### config.mk
export PLATFORM = sky130hd
export DESIGN_NAME = sub_bytes_engine
export DESIGN_NICKNAME = d
export VERILOG_FILES = /design/src/rtl/aes_pkg.sv /design/src/rtl/sbox_lane_array.sv /design/src/rtl/sub_bytes_engine.sv
export SDC_FILE = /design/constraint.sdc
export NUM_CORES = 2
export LEC_CHECK = 0
export CAP_MARGIN = 20
export CORE_MARGIN = 3
export CORE_UTILIZATION = 46
export DETAILED_ROUTE_END_ITERATION = 12
export PLACE_DENSITY = 0.72
export SYNTH_ARGS = -nofsm -noshare
export SYNTH_HDL_FRONTEND = slang
export SYNTH_SLANG_ARGS = --single-unit
### constraint.sdc
create_clock -name clk -period 24.5 [get_ports clk]
set_clock_uncertainty 0.2 [all_clocks]
set_input_delay 7.35 -clock clk [delete_from_list [all_inputs] [get_ports clk]]
set_output_delay 7.35 -clock clk [all_outputs]
set_load 0.01 [all_outputs]
### src/rtl/aes_pkg.sv
// aes_pkg: shared AES constants, FSM state type and the S-box function
package aes_pkg;
  localparam int NB_BYTES = 16;
  localparam int WORD_BYTES = 4;
  typedef enum logic [1:0] {IDLE, BUSY, DRAIN, DONE} state_t;
  function automatic logic [7:0] gf_mul(input logic [7:0] a, input logic [7:0] b);
    logic [7:0] p, x;
    p = '0;
    x = a;
    for (int i = 0; i < 8; i++) begin
      p = b[i] ? p ^ x : p;
      x = {x[6:0], 1'b0} ^ (x[7] ? 8'h1b : 8'h00);
    end
    return p;
  endfunction
  // inverse as x^254 (0 maps to 0), followed by the affine transform
  function automatic logic [7:0] aes_sbox(input logic [7:0] x);
    logic [7:0] s, r;
    s = gf_mul(x, x);
    r = s;
    for (int i = 0; i < 6; i++) begin
      s = gf_mul(s, s);
      r = gf_mul(r, s);
    end
    return r ^ {r[6:0], r[7]} ^ {r[5:0], r[7:6]} ^ {r[4:0], r[7:5]} ^ {r[3:0], r[7:4]} ^ 8'h63;
  endfunction
endpackage

### src/rtl/sbox_lane_array.sv
// sbox_lane_array: LANES combinational S-box lanes, byte 0 in the leading bits
module sbox_lane_array
  import aes_pkg::*;
#(
  parameter int LANES = 4
) (
  input  logic [0:LANES*8-1] din,
  output logic [0:LANES*8-1] dout
);
  for (genvar g = 0; g < LANES; g++) begin : g_lane
    assign dout[8*g +: 8] = aes_sbox(din[8*g +: 8]);
  end
endmodule

### src/rtl/sub_bytes_engine.sv
// sub_bytes_engine: folded AES SubBytes/SubWord over LANES S-boxes with valid/ready handshakes
module sub_bytes_engine
  import aes_pkg::*;
#(
  parameter int LANES = 4,
  parameter int PIPE = 0
) (
  input  logic         clk,
  input  logic         rst,
  input  logic         in_valid,
  output logic         in_ready,
  input  logic [0:127] in_data,
  input  logic         in_word,
  output logic         out_valid,
  input  logic         out_ready,
  output logic [0:127] out_data
);
  if (!(LANES == 1 || LANES == 2 || LANES == 4 || LANES == 8 || LANES == 16)) begin : g_bad_lanes
    $error("sub_bytes_engine: LANES must be 1, 2, 4, 8 or 16");
  end
  localparam int W = 8 * LANES;
  localparam int BEATS_WORD = LANES >= WORD_BYTES ? 1 : WORD_BYTES / LANES;
  localparam logic [3:0] STEP = 4'(LANES);
  localparam logic [3:0] FULL_LAST = 4'(NB_BYTES - LANES);
  localparam logic [3:0] WORD_LAST = 4'((BEATS_WORD - 1) * LANES);
  state_t state;
  logic [3:0] idx, pipe_idx, wr_idx;
  logic word_q, pipe_vld, wr_en, last;
  logic [0:127] work, work_d, wr_ext;
  logic [0:W-1] lane_in, lane_out, pipe_data, wr_data;
  assign lane_in = work[{idx, 3'b000} +: W];
  sbox_lane_array #(.LANES(LANES)) u_lanes (.din(lane_in), .dout(lane_out));
  assign last = idx == (word_q ? WORD_LAST : FULL_LAST);
  // with PIPE the commit into the working register lags the S-box by one cycle
  assign wr_en = PIPE != 0 ? pipe_vld : state == BUSY;
  assign wr_idx = PIPE != 0 ? pipe_idx : idx;
  assign wr_data = PIPE != 0 ? pipe_data : lane_out;
  assign wr_ext = 128'(wr_data) << (128 - W);
  for (genvar k = 0; k < NB_BYTES; k++) begin : g_byte
    logic [3:0] rel;
    logic hit;
    assign rel = 4'(k) - wr_idx;
    assign hit = wr_en && ({1'b0, rel} < 5'(LANES)) && (!word_q || k < WORD_BYTES);
    assign work_d[8*k +: 8] = hit ? wr_ext[{rel, 3'b000} +: 8] : work[8*k +: 8];
  end
  always_ff @(posedge clk) begin
    if (rst) begin
      state <= IDLE;
      idx <= '0;
      word_q <= 1'b0;
      work <= '0;
      pipe_vld <= 1'b0;
      pipe_idx <= '0;
      pipe_data <= '0;
    end else begin
      pipe_vld <= state == BUSY;
      pipe_idx <= idx;
      pipe_data <= lane_out;
      work <= work_d;
      case (state)
        IDLE: if (in_valid) begin
          work <= in_data;
          word_q <= in_word;
          idx <= '0;
          state <= BUSY;
        end
        BUSY: begin
          idx <= last ? 4'd0 : idx + STEP;
          state <= !last ? BUSY : PIPE != 0 ? DRAIN : DONE;
        end
        DRAIN: state <= DONE;
        DONE: state <= out_ready ? IDLE : DONE;
        default: state <= IDLE;
      endcase
    end
  end
  assign in_ready = state == IDLE;
  assign out_valid = state == DONE;
  assign out_data = work;
endmodule

# Yosys cells after proc, flatten, opt, wreduce, memory -nomap -nowiden
# Cells that the tools add are included.
[totals]
ram_bits = 0
latch_bits = 0
memories = 0
rom_bits = 0
inputBits = 133
ff_bits = 135
wordCells = 1607
[classes]
multipliers = 0
n_addsub = 17
n_reduce_logical = 33
n_bitwise = 737
n_mux = 778
eq_ne = 5
n_div = 0
order_cmp = 16
shifts = 17
[ops]
columns = ["cell", "count"]
rows = [
  ["8-bit XOR", 706],
  ["8-bit 2-to-1 mux", 432],
  ["128-bit by 8-bit indexed part select with 129-bit output", 17],
  ["5-bit 2-to-1 mux", 336],
  ["128-bit 2-to-1 mux", 2],
  ["7-bit NOT with 8-bit output", 17],
  ["8-bit by 5-bit XOR with 8-bit output", 10],
  ["4-bit by 3-bit < comparator with 1-bit output, second input constant", 16],
  ["4-bit subtractor, first input constant", 8],
  ["1-bit logical AND", 28],
  ["4-bit NOT", 4],
  ["3-bit by 4-bit subtractor with 4-bit output, first input constant", 4],
  ["4-bit 2-to-1 mux", 3],
  ["2-bit case mux with 4 select lines", 1],
  ["4-bit case mux with 2 select lines", 1],
  ["1-bit by 4-bit subtractor with 4-bit output, first input constant", 2],
  ["2-bit by 4-bit subtractor with 4-bit output, first input constant", 2],
  ["2-bit 2-to-1 mux", 3],
  ["4-bit by 3-bit adder with 4-bit output, second input constant", 1],
  ["2-bit == test, second input constant", 2],
  ["4-bit == test", 1],
  ["2-bit AND reduction", 2],
  ["2-bit by 1-bit == test with 1-bit output, second input constant", 1],
  ["2-bit logical NOT", 1],
  ["other kinds (3)", 3],
]

# Logic depth before layout (Yosys ltp)
[logic_depth]
ltp_word = 138
mapped_depth = 70
ltp_nobuf = 56

# By module
# A second synthesis with hierarchy kept.
[unflattened]
hier_cells = 8761
area_unflattened_um2 = 65881.9
[by_module_without_submodules]
columns = ["mod", "cells_each", "instances", "area_each_um2"]
rows = [
  ["sbox_lane_array", 8030, 1, 58917.8],
  ["sub_bytes_engine", 731, 1, 6964.2],
]

# Worst setup path before layout
# No wires, ideal clock.
[synth_path]
path_kind = "reg-to-reg"
startpoint = "register idx[3]"
endpoint = "register work, in the netlist out_data[106]"
path_stages_with_launch = 67
setup_slack_ps = 7296
arrival_time_ps = 16872
period_less_slack_ps = 17204
cell_sequence = "dfxtp_1 > buf_2 > buf_4 > mux4_2 > buf_2 > buf_2 > buf_1 > ha_1 > clkbuf_1 > nand2_1 > xnor2_1 > clkinv_1 > clkbuf_1 > clkbuf_1 > ha_1 > buf_2 > xnor2_1 > nor2_1 > [31 not listed] > xnor3_2 > xnor3_2 > or3_1 > a31oi_1 > xnor3_1 > xnor3_2 > xor2_4 > xnor3_2 > xor2_2 > o221a_1 > o221ai_1 > xnor3_2 > xnor2_2 > xnor2_2 > xnor3_2 > xnor2_2 > a221oi_1 > nor3_1"
[synth_via]
elab_chain_len = 135
elab_cells_between_ends = 1483
cone_classes = "add/sub (1); order compare (1); shift (2); mux (755); bitwise (722); reduce/logical (2)"
[synth_lines]
columns = ["element", "line", "rtl"]
rows = [
  ["start: declaration", "sub_bytes_engine.sv:27", "logic [3:0] idx, pipe_idx, wr_idx;"],
  ["start signal: assignment", "sub_bytes_engine.sv:68", "idx <= last ? 4'd0 : idx + STEP;"],
  ["7-bit NOT with 8-bit output (not written as such)", "sub_bytes_engine.sv:31", "assign lane_in = work[{idx, 3'b000} +: W];"],
  ["128-bit by 8-bit indexed part select with 129-bit output", "sub_bytes_engine.sv:31", ""],
  ["5-bit 2-to-1 mux (tied with other cells)", "aes_pkg.sv:12", "x = {x[6:0], 1'b0} ^ (x[7] ? 8'h1b : 8'h00);"],
  ["8-bit XOR, on equally long branches", "aes_pkg.sv:12, aes_pkg.sv:11", ""],
  ["8-bit XOR / 8-bit 2-to-1 mux (equally long branches)", "aes_pkg.sv:11", "p = b[i] ? p ^ x : p;"],
  ["8-bit 2-to-1 mux / 8-bit XOR (equally long branches)", "aes_pkg.sv:11", ""],
  ["8-bit XOR / 8-bit 2-to-1 mux (equally long branches)", "aes_pkg.sv:11", ""],
  ["8-bit 2-to-1 mux / 8-bit XOR (equally long branches)", "aes_pkg.sv:11", ""],
  ["[116 not listed]", "--", ""],
  ["8-bit XOR", "aes_pkg.sv:11", ""],
  ["8-bit 2-to-1 mux", "aes_pkg.sv:11", ""],
  ["8-bit XOR (4 in series)", "aes_pkg.sv:25", "return r ^ {r[6:0], r[7]} ^ {r[5:0], r[7:6]} ^ {r[4:0], r[7:5]} ^ {r[3:0], r[7:4]} ^ 8'h63;"],
  ["4-bit NOT (no line)", "--", ""],
  ["128-bit by 8-bit indexed part select with 129-bit output", "sub_bytes_engine.sv:44", "assign work_d[8*k +: 8] = hit ? wr_ext[{rel, 3'b000} +: 8] : work[8*k +: 8];"],
  ["8-bit 2-to-1 mux *", "sub_bytes_engine.sv:44", ""],
  ["128-bit 2-to-1 mux", "sub_bytes_engine.sv:61", "IDLE: if (in_valid) begin"],
  ["128-bit 2-to-1 mux *", "sub_bytes_engine.sv:60", "case (state)"],
  ["end signal: assignment", "sub_bytes_engine.sv:59", "work <= work_d;"],
  ["end signal: assignment", "sub_bytes_engine.sv:62", "work <= in_data;"],
  ["end: declaration", "sub_bytes_engine.sv:29", "logic [0:127] work, work_d, wr_ext;"],
]
# Mark *: on every way between the ends. The rest lies on a longest branch, timed or not.
# A chain may end at the register's enable or synchronous reset.

# Final worst setup path
[layout_path]
startpoint = "register idx[2]"
endpoint = "register work, in the netlist out_data[75]"
# The elaborated chain is that of the path after synthesis.

==> run summary <==
The launching element of the worst setup path was idx[2]. The period utilization was 85.89%. The synthesized flop and latch total works out to 133. The cell depth of the worst setup path works out to 54. Setup repair after global routing left no endpoint under its margin.

The number of setup buffers added after CTS is 0. The number of buffers on the longest clock path was 2. Among the stages of the critical path, the cell type that occurs most often is sky130_fd_sc_hd__xnor3_2. Measured along the x axis, the die boundary spans 366.9 um. The flow ran to the end, and the final reports show no timing, DRC or antenna violations. Entering global routing, the biggest net connects 86 pins.

The die covers 134600 sq um. The slew at the pin with the worst max-slew slack came out at 1.076 ns. The run gives 0 as the cts-stage hold buffer count. The via count of the first global-routing pass is 55491, and the compound-cell area share of the yosys netlist is 17.53%.

The insertion delay to the later sink of the worst-skew pair came out at 0.52 ns. For the worst setup path, the data arrival time is 21.19 ns. Timing would allow up to 47.52 MHz. The number of cells on the worst reg-to-reg path is 54. The floorplan has 131 rows.

The top cell family by delay on the critical path was XOR/XNOR gates. The worst hold path begins at out_data[32]. The number of antenna violations at the first check in global routing is 14, and the required time at the worst-slack endpoint is 24.65 ns. The number of buffers and inverters on the critical path was 2; the depth of the CTS H-tree was 4.

Number of pins exceeding their max-slew limit in the final report: 0. Setup total negative slack on the finished layout was measured at 0 ns. Setup violations remaining at the end of the flow were counted as 0. The area overhead of the layout relative to synthesis was 9.075%; the mean area per synthesized cell was 7.384 sq um.

The worst setup path is launched from a flip-flop. In the final routed layout, each cell accounts on average for 19.38 um. The largest single stage delay on the critical path is 0.93 ns.

The run gives 128500 sq um as the floorplan core area. The first detailed-routing pass ran for 8 iterations. TritonCTS built the clock tree. The count of endpoints failing hold in the final timing report is 0, and the final weighted congestion in routability-driven placement is 0.9539.

The tools report the count of antenna-violating nets left after detailed routing as 0. The number of gates resized after CTS was 0. The die extent in y is 366.9 um.

The worst setup path is captured at a flip-flop. The multiplexer share of the synthesized area was 5.513%. Counting distinct cell types in the post-synthesis netlist gives 117. Global routing consumed, over all layers together, 26.85% of the routing resources. Cell area after technology mapping: 59920 sq um. The tool flagged a number of max-cap violations equal to 0. The synthesized netlist devotes 0.8603% of its cell area to adder and majority cells. After detailed routing, the number of remaining DRC violations is 0.

The most used flip-flop cell after synthesis is sky130_fd_sc_hd__dfxtp_1. The combinational family with the most area after synthesis is XOR/XNOR gates. After layout, the minimum clock period comes to 21.04 ns. The count of clock tree sinks is 133. Clock-pin slew was measured on the worst setup and hold paths at 0.08 ns. The number of buffers created by CTS was 17. Counting flops with a built-in enable in the synthesized netlist gives 0. The synthesized-area fraction occupied by and/or/nand/nor cells works out to 20.92%. After technology mapping, the gate count stands at 8115. Number of nets produced by synthesis: 8286.

The startpoint identified for the worst register-to-register timing path is idx[2]. The worst hold path was traced through 2 stages. The run gives 27.72% as the remaining max-slew budget at the tightest pin. The starting DRC count in detailed routing was 6581; the number of vias after detailed routing was 59557.

First-pass GRT wire length: 302700 um. The type of the worst min-delay path is flip-flop to flip-flop. The Yosys step of the flow raised 0 warnings. The post-route netlist has 7.324% of its cells at a drive strength greater than 1. The run gives 263 as the top-level I/O count. The xor/xnor cell area share of the yosys netlist works out to 46.47%.

After synthesis, flip-flops and latches occupy 4.444% of the total area. The tools report the starting density of the core as 46.63%. For this run the aggregate overflow at the end of global routing stands at 0. Counting flops with an async set or reset pin after synthesis yields a share of 0%. In this run the worst path has a maximum fanout of 28.

Buffer cell driving the clock tree root: sky130_fd_sc_hd__clkbuf_16. In the routed layout, each cell is associated on average with a via count of 6.035. For this run, the post-layout net count is 8296. The critical path is of the flip-flop to flip-flop type. Detailed placement finished with a half-perimeter wire length of 140900 um.

During placement, the flow inserted port buffers numbering 262. For this block, the routed nets add up to 191200 um of wire. Among all stages on the critical path, the largest delay is contributed by sky130_fd_sc_hd__clkinv_1.
-- final cells by class --
| cell class | instances | area, sq um |
|---|---|---|
| multi-input combinational | 7364 | 55080 |
| fill | 12438 | 63150 |
| antenna | 1 | 2.502 |
| inverter | 109 | 410.4 |
| timing repair buffer | 500 | 4414 |
| tap | 1729 | 2163 |
| clock buffer | 18 | 450.4 |
| sequential | 133 | 2668 |
| clock inverter | 14 | 166.4 |
-- placed cells by master, fill, tap and decap left out, drive strengths merged, types with 93 or more instances in the layout --
cell type      count
xor2             465
nor3             171
clkdlybuf4s50    261
o21ai            443
dfxtp            133
mux2i            195
a31oi             93
nand2           1062
buf              239
nand3            203
xnor2           1633
inv              103
nor2            1096
o22ai             95
a21oi            407
xnor3            340
-- path summary, 6_finish.rpt --
path             endpoint  slack [ns]
max          out_data[75]        3.46
min reg2reg  out_data[32]        0.33
min          out_data[32]        0.33
max reg2reg  out_data[75]        3.46
-- flip-flops by register name, indices dropped and copies added (netlist names) --
name / count
word_q: 1
idx: 2
state: 2
out_data: 128
-- cell families after synthesis --
group,Yosys count
adders and majority gates,42
xor gates and xnor gates,2481
buffers and inverters,618
muxes,280
and+or+nand+nor,2924
DFF,133
AOI/OAI and AO/OA,1637
-- per-layer routing --
| metal | wire [um] | global-route usage [%] |
|---|---|---|
| met1 | 81070 | 36.89 |
| met2 | 87620 | 43.93 |
| met3 | 18730 | 4.394 |
| met4 | 3755 | 6.355 |
| met5 | 50 | 0 |
-- worst min-delay path, stage by stage (launching register included) --
cell                      delay (ns)
sky130_fd_sc_hd__dfxtp_1        0.33
sky130_fd_sc_hd__nand3_1        0.07
sky130_fd_sc_hd__a31oi_1        0.08
-- Yosys cell counts, drive strengths merged (51+ instances only) --
cell type / n / area (sq um)
xnor3: 340 / 7676
a21oi: 407 / 2056
o22ai: 95 / 594.3
nand2: 1062 / 3989
dfxtp: 133 / 2663
o211ai: 76 / 580.6
inv: 97 / 364.1
a31oi: 93 / 581.8
mux2i: 195 / 1956
xnor2: 1633 / 14910
xor2: 465 / 4219
a211oi: 78 / 610.6
clkbuf: 353 / 1325
o21ai: 443 / 2228
nor2: 1096 / 4124
nor3: 171 / 855.8
nand2b: 63 / 394.1
nand3: 203 / 1016
a22oi: 70 / 530.5
mux2: 51 / 581.8
nor2b: 58 / 362.9
buf: 156 / 822.0
-- stage by stage --
stage	setup slack (ns)	hold WS [ns]	std cells	utilization, %	instance area [sq um]
finish	3.456	0.3281	9868	50.86	65360
global route	2.429	0.3415	9868	50.86	65360
CTS	3.804	0.3256	9860	50.81	65290
detailed placement	3.842	0.3056	9828	50.33	64680
global placement	4.579	0.2875	9826	50.32	64660
floorplan	7.296	0.2840	8115	-	59920
Power is left out: the tool's default activity adds up to more than one toggle a clock period on the data nets, which glitch-free logic cannot reach.
